$ cat config.mk
export PLATFORM = sky130hd
export DESIGN_NAME = dct8_transpose_buf_flat
export DESIGN_NICKNAME = d
export VERILOG_FILES = /design/src/rtl/dct8_transpose_buf_pkg.sv /design/src/rtl/dct8_transpose_buf_if.sv /design/src/rtl/dct8_transpose_buf_bank.sv /design/src/rtl/dct8_transpose_buf.sv /design/src/flat_wrapper.sv
export SDC_FILE = /design/constraint.sdc
export NUM_CORES = 2
export LEC_CHECK = 0
export CAP_MARGIN = 40
export CORE_MARGIN = 5
export CORE_UTILIZATION = 55
export CTS_CLUSTER_SIZE = 30
export DETAILED_ROUTE_END_ITERATION = 7
export MAX_ROUTING_LAYER = met4
export PLACE_DENSITY = 0.75
export SYNTH_ARGS = -nofsm -noshare
export SYNTH_HDL_FRONTEND = slang
export SYNTH_SLANG_ARGS = --single-unit
$ cat constraint.sdc
create_clock -name clk -period 27.2 [get_ports clk]
set_input_delay 6.8 -clock clk [delete_from_list [all_inputs] [get_ports clk]]
set_output_delay 6.8 -clock clk [all_outputs]
set_load 0.005 [all_outputs]
$ cat src/rtl/dct8_transpose_buf_pkg.sv
// Shared constants, vector type and pack/unpack helpers for the 8x8 DCT transpose path.
package dct_pkg;
    localparam int unsigned DCT_N      = 8;
    localparam int unsigned DCT_IDX_W  = 3;
    localparam int unsigned DCT_DATA_W = 32;
    localparam int unsigned DCT_VEC_W  = DCT_N * DCT_DATA_W;

    typedef logic signed [DCT_DATA_W-1:0] dct_vec_t [DCT_N];

    // Lane k occupies bits [k*DCT_DATA_W +: DCT_DATA_W] of the flattened vector.
    function automatic logic [DCT_VEC_W-1:0] dct_pack(input dct_vec_t v);
        logic [DCT_VEC_W-1:0] flat;
        flat = '0;
        for (int unsigned k = 0; k < DCT_N; k++) begin
            flat[k*DCT_DATA_W +: DCT_DATA_W] = v[k];
        end
        return flat;
    endfunction

    function automatic dct_vec_t dct_unpack(input logic [DCT_VEC_W-1:0] flat);
        dct_vec_t v;
        for (int unsigned k = 0; k < DCT_N; k++) begin
            v[k] = flat[k*DCT_DATA_W +: DCT_DATA_W];
        end
        return v;
    endfunction
endpackage

$ cat src/rtl/dct8_transpose_buf_if.sv
// Row-in / column-out stream bundle of the transpose buffer; master drives rows and consumes columns.
interface dct8_transpose_buf_if #(
    parameter int DATA_W = 32,
    parameter int N      = 8
);
    logic                in_valid;
    logic                in_ready;
    logic [N*DATA_W-1:0] in_data;
    logic                out_valid;
    logic                out_ready;
    logic [N*DATA_W-1:0] out_data;

    modport master (
        output in_valid, in_data, out_ready,
        input  in_ready, out_valid, out_data
    );

    modport slave (
        input  in_valid, in_data, out_ready,
        output in_ready, out_valid, out_data
    );
endinterface

$ cat src/rtl/dct8_transpose_buf_bank.sv
// One 8x8 coefficient bank: whole-row write port, asynchronous whole-column read port.
module dct_tp_bank
    import dct_pkg::*;
#(
    parameter int DATA_W = 32
) (
    input  logic                      clk,
    input  logic                      we,
    input  logic [DCT_IDX_W-1:0]      row,
    input  logic [DCT_N*DATA_W-1:0]   wr_vec,
    input  logic [DCT_IDX_W-1:0]      col,
    output logic [DCT_N*DATA_W-1:0]   rd_vec
);
    logic [DATA_W-1:0] mem [DCT_N][DCT_N];

    always_ff @(posedge clk) begin
        if (we) begin
            for (int unsigned c = 0; c < DCT_N; c++) begin
                mem[row][c] <= wr_vec[c*DATA_W +: DATA_W];
            end
        end
    end

    always_comb begin
        rd_vec = '0;
        for (int unsigned r = 0; r < DCT_N; r++) begin
            rd_vec[r*DATA_W +: DATA_W] = mem[r][col];
        end
    end
endmodule

$ cat src/rtl/dct8_transpose_buf.sv
// Ping-pong 8x8 transpose buffer: rows written into one bank while columns are read from the other.
module dct8_transpose_buf
    import dct_pkg::*;
#(
    parameter int DATA_W = 32,
    parameter int N      = 8
) (
    input  logic                 clk,
    input  logic                 rst,
    dct8_transpose_buf_if.slave  bus
);
    logic                 wr_bank;
    logic                 rd_bank;
    logic [DCT_IDX_W-1:0] row_cnt;
    logic [DCT_IDX_W-1:0] col_cnt;
    logic [1:0]           full;
    logic                 wr_fire;
    logic                 rd_fire;
    logic [N*DATA_W-1:0]  rd_vec [2];

    assign bus.in_ready  = !full[wr_bank];
    assign bus.out_valid = full[rd_bank];
    assign wr_fire       = bus.in_valid && bus.in_ready;
    assign rd_fire       = bus.out_valid && bus.out_ready;
    assign bus.out_data  = bus.out_valid ? rd_vec[rd_bank] : '0;

    for (genvar b = 0; b < 2; b++) begin : g_bank
        dct_tp_bank #(.DATA_W(DATA_W)) u_bank (
            .clk    (clk),
            .we     (wr_fire && (wr_bank == 1'(b))),
            .row    (row_cnt),
            .wr_vec (bus.in_data),
            .col    (col_cnt),
            .rd_vec (rd_vec[b])
        );
    end

    // Write and read may finish blocks in the same cycle; they always target different banks,
    // so the two per-bit updates of full never collide.
    always_ff @(posedge clk) begin
        if (rst) begin
            wr_bank <= 1'b0;
            rd_bank <= 1'b0;
            row_cnt <= '0;
            col_cnt <= '0;
            full    <= '0;
        end else begin
            if (wr_fire) begin
                row_cnt <= row_cnt + 1'b1;
                if (row_cnt == DCT_IDX_W'(N - 1)) begin
                    full[wr_bank] <= 1'b1;
                    wr_bank       <= ~wr_bank;
                end
            end
            if (rd_fire) begin
                col_cnt <= col_cnt + 1'b1;
                if (col_cnt == DCT_IDX_W'(N - 1)) begin
                    full[rd_bank] <= 1'b0;
                    rd_bank       <= ~rd_bank;
                end
            end
        end
    end
endmodule

$ cat src/flat_wrapper.sv
// flat-port wrapper written by rule: the top's interface ports become plain ports
module dct8_transpose_buf_flat import dct_pkg::*;
#(
    parameter int DATA_W = 32,
    parameter int N      = 8
)
  (clk, rst, bus_in_valid, bus_in_data, bus_out_ready, bus_in_ready, bus_out_valid, bus_out_data);
  dct8_transpose_buf_if #(.DATA_W(DATA_W), .N(N)) bus_i ();
  input  logic clk;
  input  logic rst;
  input wire logic [$bits(bus_i.in_valid)-1:0] bus_in_valid;
  input wire logic [$bits(bus_i.in_data)-1:0] bus_in_data;
  input wire logic [$bits(bus_i.out_ready)-1:0] bus_out_ready;
  output wire logic [$bits(bus_i.in_ready)-1:0] bus_in_ready;
  output wire logic [$bits(bus_i.out_valid)-1:0] bus_out_valid;
  output wire logic [$bits(bus_i.out_data)-1:0] bus_out_data;
  assign bus_i.in_valid = bus_in_valid;
  assign bus_i.in_data = bus_in_data;
  assign bus_i.out_ready = bus_out_ready;
  assign bus_in_ready = bus_i.in_ready;
  assign bus_out_valid = bus_i.out_valid;
  assign bus_out_data = bus_i.out_data;
  dct8_transpose_buf #(.DATA_W(DATA_W), .N(N)) u_core (.clk(clk), .rst(rst), .bus(bus_i));
endmodule
==> impl_summary.log <==
[metrics] RSZ-0062 raised after global routing: no
[metrics] area growth from synthesis to layout: 15.1%
[metrics] Rows: approximately 200
[metrics] number of buffers added on ports: 517
[metrics] Final Max Tran Viols: 0
[metrics] number of post-CTS setup repair buffers: 0
[metrics] reg-to-reg endpoint: u_core.g_bank[1].u_bank.mem[2][145]
[metrics] maximum capacitance violations: 0
[metrics] Crit path max-delay family: buffers and inverters
[metrics] Die Ht: 544 um
[metrics] Synth async-reset ratio: 0
[metrics] Logic pwr share: 0.018
[metrics] Vias/cell: 6.49
[metrics] worst path bufs/invs: 8
[metrics] slack of the worst reg-to-reg path: 23.08 ns
[metrics] Max H-tree Level: 5
[metrics] clock skew after layout: 0.0822 ns
[metrics] Stages on worst setup path: 11
[metrics] xor and xnor area share after synthesis: 0.000112
[metrics] number of different library cells in the post-synthesis netlist: 27
[metrics] remaining number of nets flagged by the antenna check after routing: 0
[metrics] total of warnings raised by yosys: 0
[metrics] Critical path destination: bus_out_data[17]
[metrics] clock sink count: 4106
[metrics] placement-stage worst setup slack: between 10 and 15 ns
[metrics] WS Path Type: flop to output pin
[metrics] Final Util: 0.634
[metrics] proportion of layout cells with a drive suffix above 1: 0.182
[metrics] slew at the pin with the worst max-slew slack: 1.34 ns
[metrics] worst rel slew slack: 0.106
[metrics] pin count of the biggest net entering global routing: between 150 and 200
[metrics] Final Net Count: 8358
[metrics] Top-Level Pins: 518
[metrics] Largest stage delay, worst path: 0.74 ns
[metrics] outcome: complete, no violations
[metrics] fin crit period: 13.35 ns
[metrics] internal power: 10200 uW
[metrics] maximum vdd ir drop: 0.0610 mV
[metrics] reported leakage power: 0.0534 uW
[metrics] largest family of logic cells by synthesized area: multiplexers
[metrics] switching fraction of total power: 0.200
[metrics] part of the power in the clock network: 0.427
[metrics] post-route cell area: 0.180 mm2
[metrics] HPWL reported at the end of detailed placement: 202000 um
[metrics] starting utilization of the core area: 0.551
[metrics] area fraction in and, or, nand and nor cells after synthesis: 0.0300
[metrics] clock slew at the register clock pins of the worst setup and hold paths: 0.06 ns
[metrics] CP arrival: 6.55 ns
[metrics] fraction of the mapped netlist area in compound gates: 0.0269
[metrics] endpoints failing setup: 0
[metrics] vias in the first global route: ~80k
[metrics] Switching Power: 2540 uW
[metrics] data required time of the worst path: 20.40 ns
[metrics] list of most frequent post-synthesis cells: 4096 x sky130_fd_sc_hd__edfxtp_1, 773 x sky130_fd_sc_hd__nand2_1, 768 x sky130_fd_sc_hd__mux4_2
[metrics] source of the critical timing path: u_core.col_cnt[0]
[metrics] wire length after detailed routing: 369000 um
[metrics] core area: 0.284 mm2
[metrics] Pre-antenna DRT Iters: 6
[metrics] net count after synthesis: 7685
[metrics] slack of the critical path: around 14 ns
[metrics] Post-Route Setup TNS: 0 ns
[metrics] arithmetic-cell share of the synthesized area counting full adders, half adders and majority gates: 0.000319
[metrics] die width: around 540 um
[metrics] Routability Congestion: 0.763
[metrics] critical path launch point type: flop
[metrics] routed via count: 79.3k
[metrics] number of cells produced by synthesis: 7421
[metrics] routed wire length per instance: ~30 um
[metrics] flops & latches, synth: between 4k and 5k
[metrics] fraction of synthesized area in multiplexers: 0.143
[metrics] number of enable-type register cells in the synthesized netlist: roughly 4k
[metrics] area taken by flip-flops and latches: 0.123 mm2
[metrics] sequential cell area fraction in the yosys report: 0.786
[metrics] post-synth design cell area: 0.157 mm2
[metrics] type of destination of the critical path: output pin
[metrics] power consumption: 12700 uW
[metrics] Mean Syn Cell Area: 21.1 um2
[metrics] power per unit of standard cell area: 70.5 mW/mm2
[metrics] post-synth top area share: 0.785
[metrics] clock tree from TritonCTS: yes
[metrics] biggest area consumer among synthesized cells: sky130_fd_sc_hd__edfxtp_1
[metrics] highest-delay cell along the critical path: sky130_fd_sc_hd__buf_4
[metrics] filler instances: 18.3k
[metrics] top area cells in the synthesized netlist: sky130_fd_sc_hd__edfxtp_1 78%, sky130_fd_sc_hd__mux4_2 11%, sky130_fd_sc_hd__mux2i_1 3.3%, sky130_fd_sc_hd__nand2_1 1.9%, sky130_fd_sc_hd__a32oi_1 1.4%
[metrics] number of endpoints with negative hold slack in the final report: 0
[metrics] Die Area: a little under 0.3 mm2
[metrics] count leader, synth: sky130_fd_sc_hd__edfxtp_1
[metrics] Root Buffer: sky130_fd_sc_hd__clkbuf_16
[metrics] largest driver fanout on the critical path: between 40 and 50
[metrics] most used flip-flop cell after synthesis: sky130_fd_sc_hd__edfxtp_1
[metrics] Cell Chain, Critical Path: buf_4 -> buf_16 -> buf_4 -> buf_4 -> buf_4 -> buf_4 -> buf_12 -> mux4_2 -> a32oi_1 -> o211ai_1 -> clkdlybuf4s50_1
[metrics] total congestion overflow: 0
[metrics] Post-Place Cell Area: 0.167 mm2
[metrics] total of hold buffers inserted after clock tree synthesis: 0
[metrics] maximum buffer depth of the clock tree: 4
[metrics] post-route fraction of the period consumed by the critical path: 0.491
[metrics] antenna violations before repair: 46
[metrics] r2r startpoint: u_core.wr_bank
[metrics] share of total power in sequential cells: 0.555
[metrics] logic depth of the worst register-to-register path: 6
[metrics] latest clock arrival within the worst-skew pair: approximately 0.95 ns
[metrics] post-cts sizing count: 0
[metrics] path class of the lowest-slack min-delay path: flop to flop
[metrics] highest achievable clock rate: 0.0749 GHz
[metrics] Global Route Usage Sum: 0.255
[metrics] post-route DRC violation count: 0
[metrics] CTS Buf Count: 401
[metrics] combined area of the multi-input logic cells: between 0.03 and 0.04 mm2
[metrics] drt initial violations: 9064
[metrics] first-pass GRT wire length: 540000 um
[metrics] cell seen most often among critical-path stages: sky130_fd_sc_hd__buf_4
[tightest hold or removal path: stages, from the launching register on]
cell                      delay [ns]
sky130_fd_sc_hd__dfxtp_1        0.35
sky130_fd_sc_hd__nand2_1        0.08
sky130_fd_sc_hd__a21oi_1        0.07
[worst min path at each step]
stage	to	cells past startpoint	startpoint
after detailed placement	u_core.row_cnt[1]	2	u_core.row_cnt[1]
after global routing	u_core.row_cnt[1]	2	u_core.row_cnt[1]
final	u_core.row_cnt[1]	2	u_core.row_cnt[1]
after global placement	u_core.row_cnt[1]	2	u_core.row_cnt[1]
after floorplan	u_core.row_cnt[1]	2	u_core.row_cnt[1]
after CTS	u_core.row_cnt[1]	2	u_core.row_cnt[1]
[sequential cells by signal, summed over array words and instances (netlist names)]
name and cells:
u_core.full 2, u_core.rd_bank 1, u_core.wr_bank 1, u_core.col_cnt 3
u_core.g_bank.u_bank.mem 4096, u_core.row_cnt 3
[area by class of cell]
class | instances | area share
Antenna cell | 40 | 0.000555
Clock buffer | 497 | 0.0577
Clock inverter | 239 | 0.0143
Multi-Input combinational cell | 2882 | 0.175
Sequential cell | 4106 | 0.683
Tap cell | 3762 | 0.0261
Timing Repair Buffer | 703 | 0.0436
[cells in the final DEF (no fill, tap or decap), types with 71 or more instances in the layout]
| master | n |
|---|---|
| sky130_fd_sc_hd__o211ai_1 | 255 |
| sky130_fd_sc_hd__buf_4 | 109 |
| sky130_fd_sc_hd__mux4_2 | 768 |
| sky130_fd_sc_hd__clkinv_2 | 71 |
| sky130_fd_sc_hd__nand4_1 | 255 |
| sky130_fd_sc_hd__mux2i_1 | 516 |
| sky130_fd_sc_hd__clkdlybuf4s50_1 | 517 |
| sky130_fd_sc_hd__clkbuf_1 | 95 |
| sky130_fd_sc_hd__clkbuf_16 | 401 |
| sky130_fd_sc_hd__edfxtp_1 | 4096 |
| sky130_fd_sc_hd__nand2_1 | 773 |
| sky130_fd_sc_hd__clkinv_1 | 85 |
| sky130_fd_sc_hd__a32oi_1 | 256 |
[per-layer routing]
metal | GRT usage | vias to the layer above | wire length [um] | share of wire
met3 | 0.0437 | 610 | 35700 | 0.097
met1 | 0.349 | 41600 | 141000 | 0.38
met2 | 0.402 | 4527 | 183000 | 0.50
li1 | - | 32500 | - | -
met5 | - | - | 0 | 0
met4 | 0.0718 | 0 | 9270 | 0.025
[metrics by stage]
stage | hold slack, ns | instances
3_3_place_gp | 0.495 | 11400
6_report | 0.550 | 12200
4_1_cts | 0.540 | 12200
5_1_grt | 0.576 | 12200
3_5_place_dp | 0.531 | 11500
2_1_floorplan | 0.478 | 7421
[kinds of logic after synthesis]
logic type	after synthesis
mux	1284
xor+xnor	2
flops	4106
buf+inv	433
fa+ha+maj	4
compound gates	520
simple gates	1072
[power by group through the flow]
stage / Combinational [uW] / Sequential [uW] / Clock (uW)
2_1_floorplan: 48.8 / 7230 / 0
3_3_place_gp: 224 / 7190 / 0
3_5_place_dp: 233 / 7190 / 0
4_1_cts: 234 / 7060 / 5500
5_1_grt: 245 / 7060 / 5800
6_report: 232 / 7060 / 5430
No activity file was read; power rests on OpenSTA's default activity.
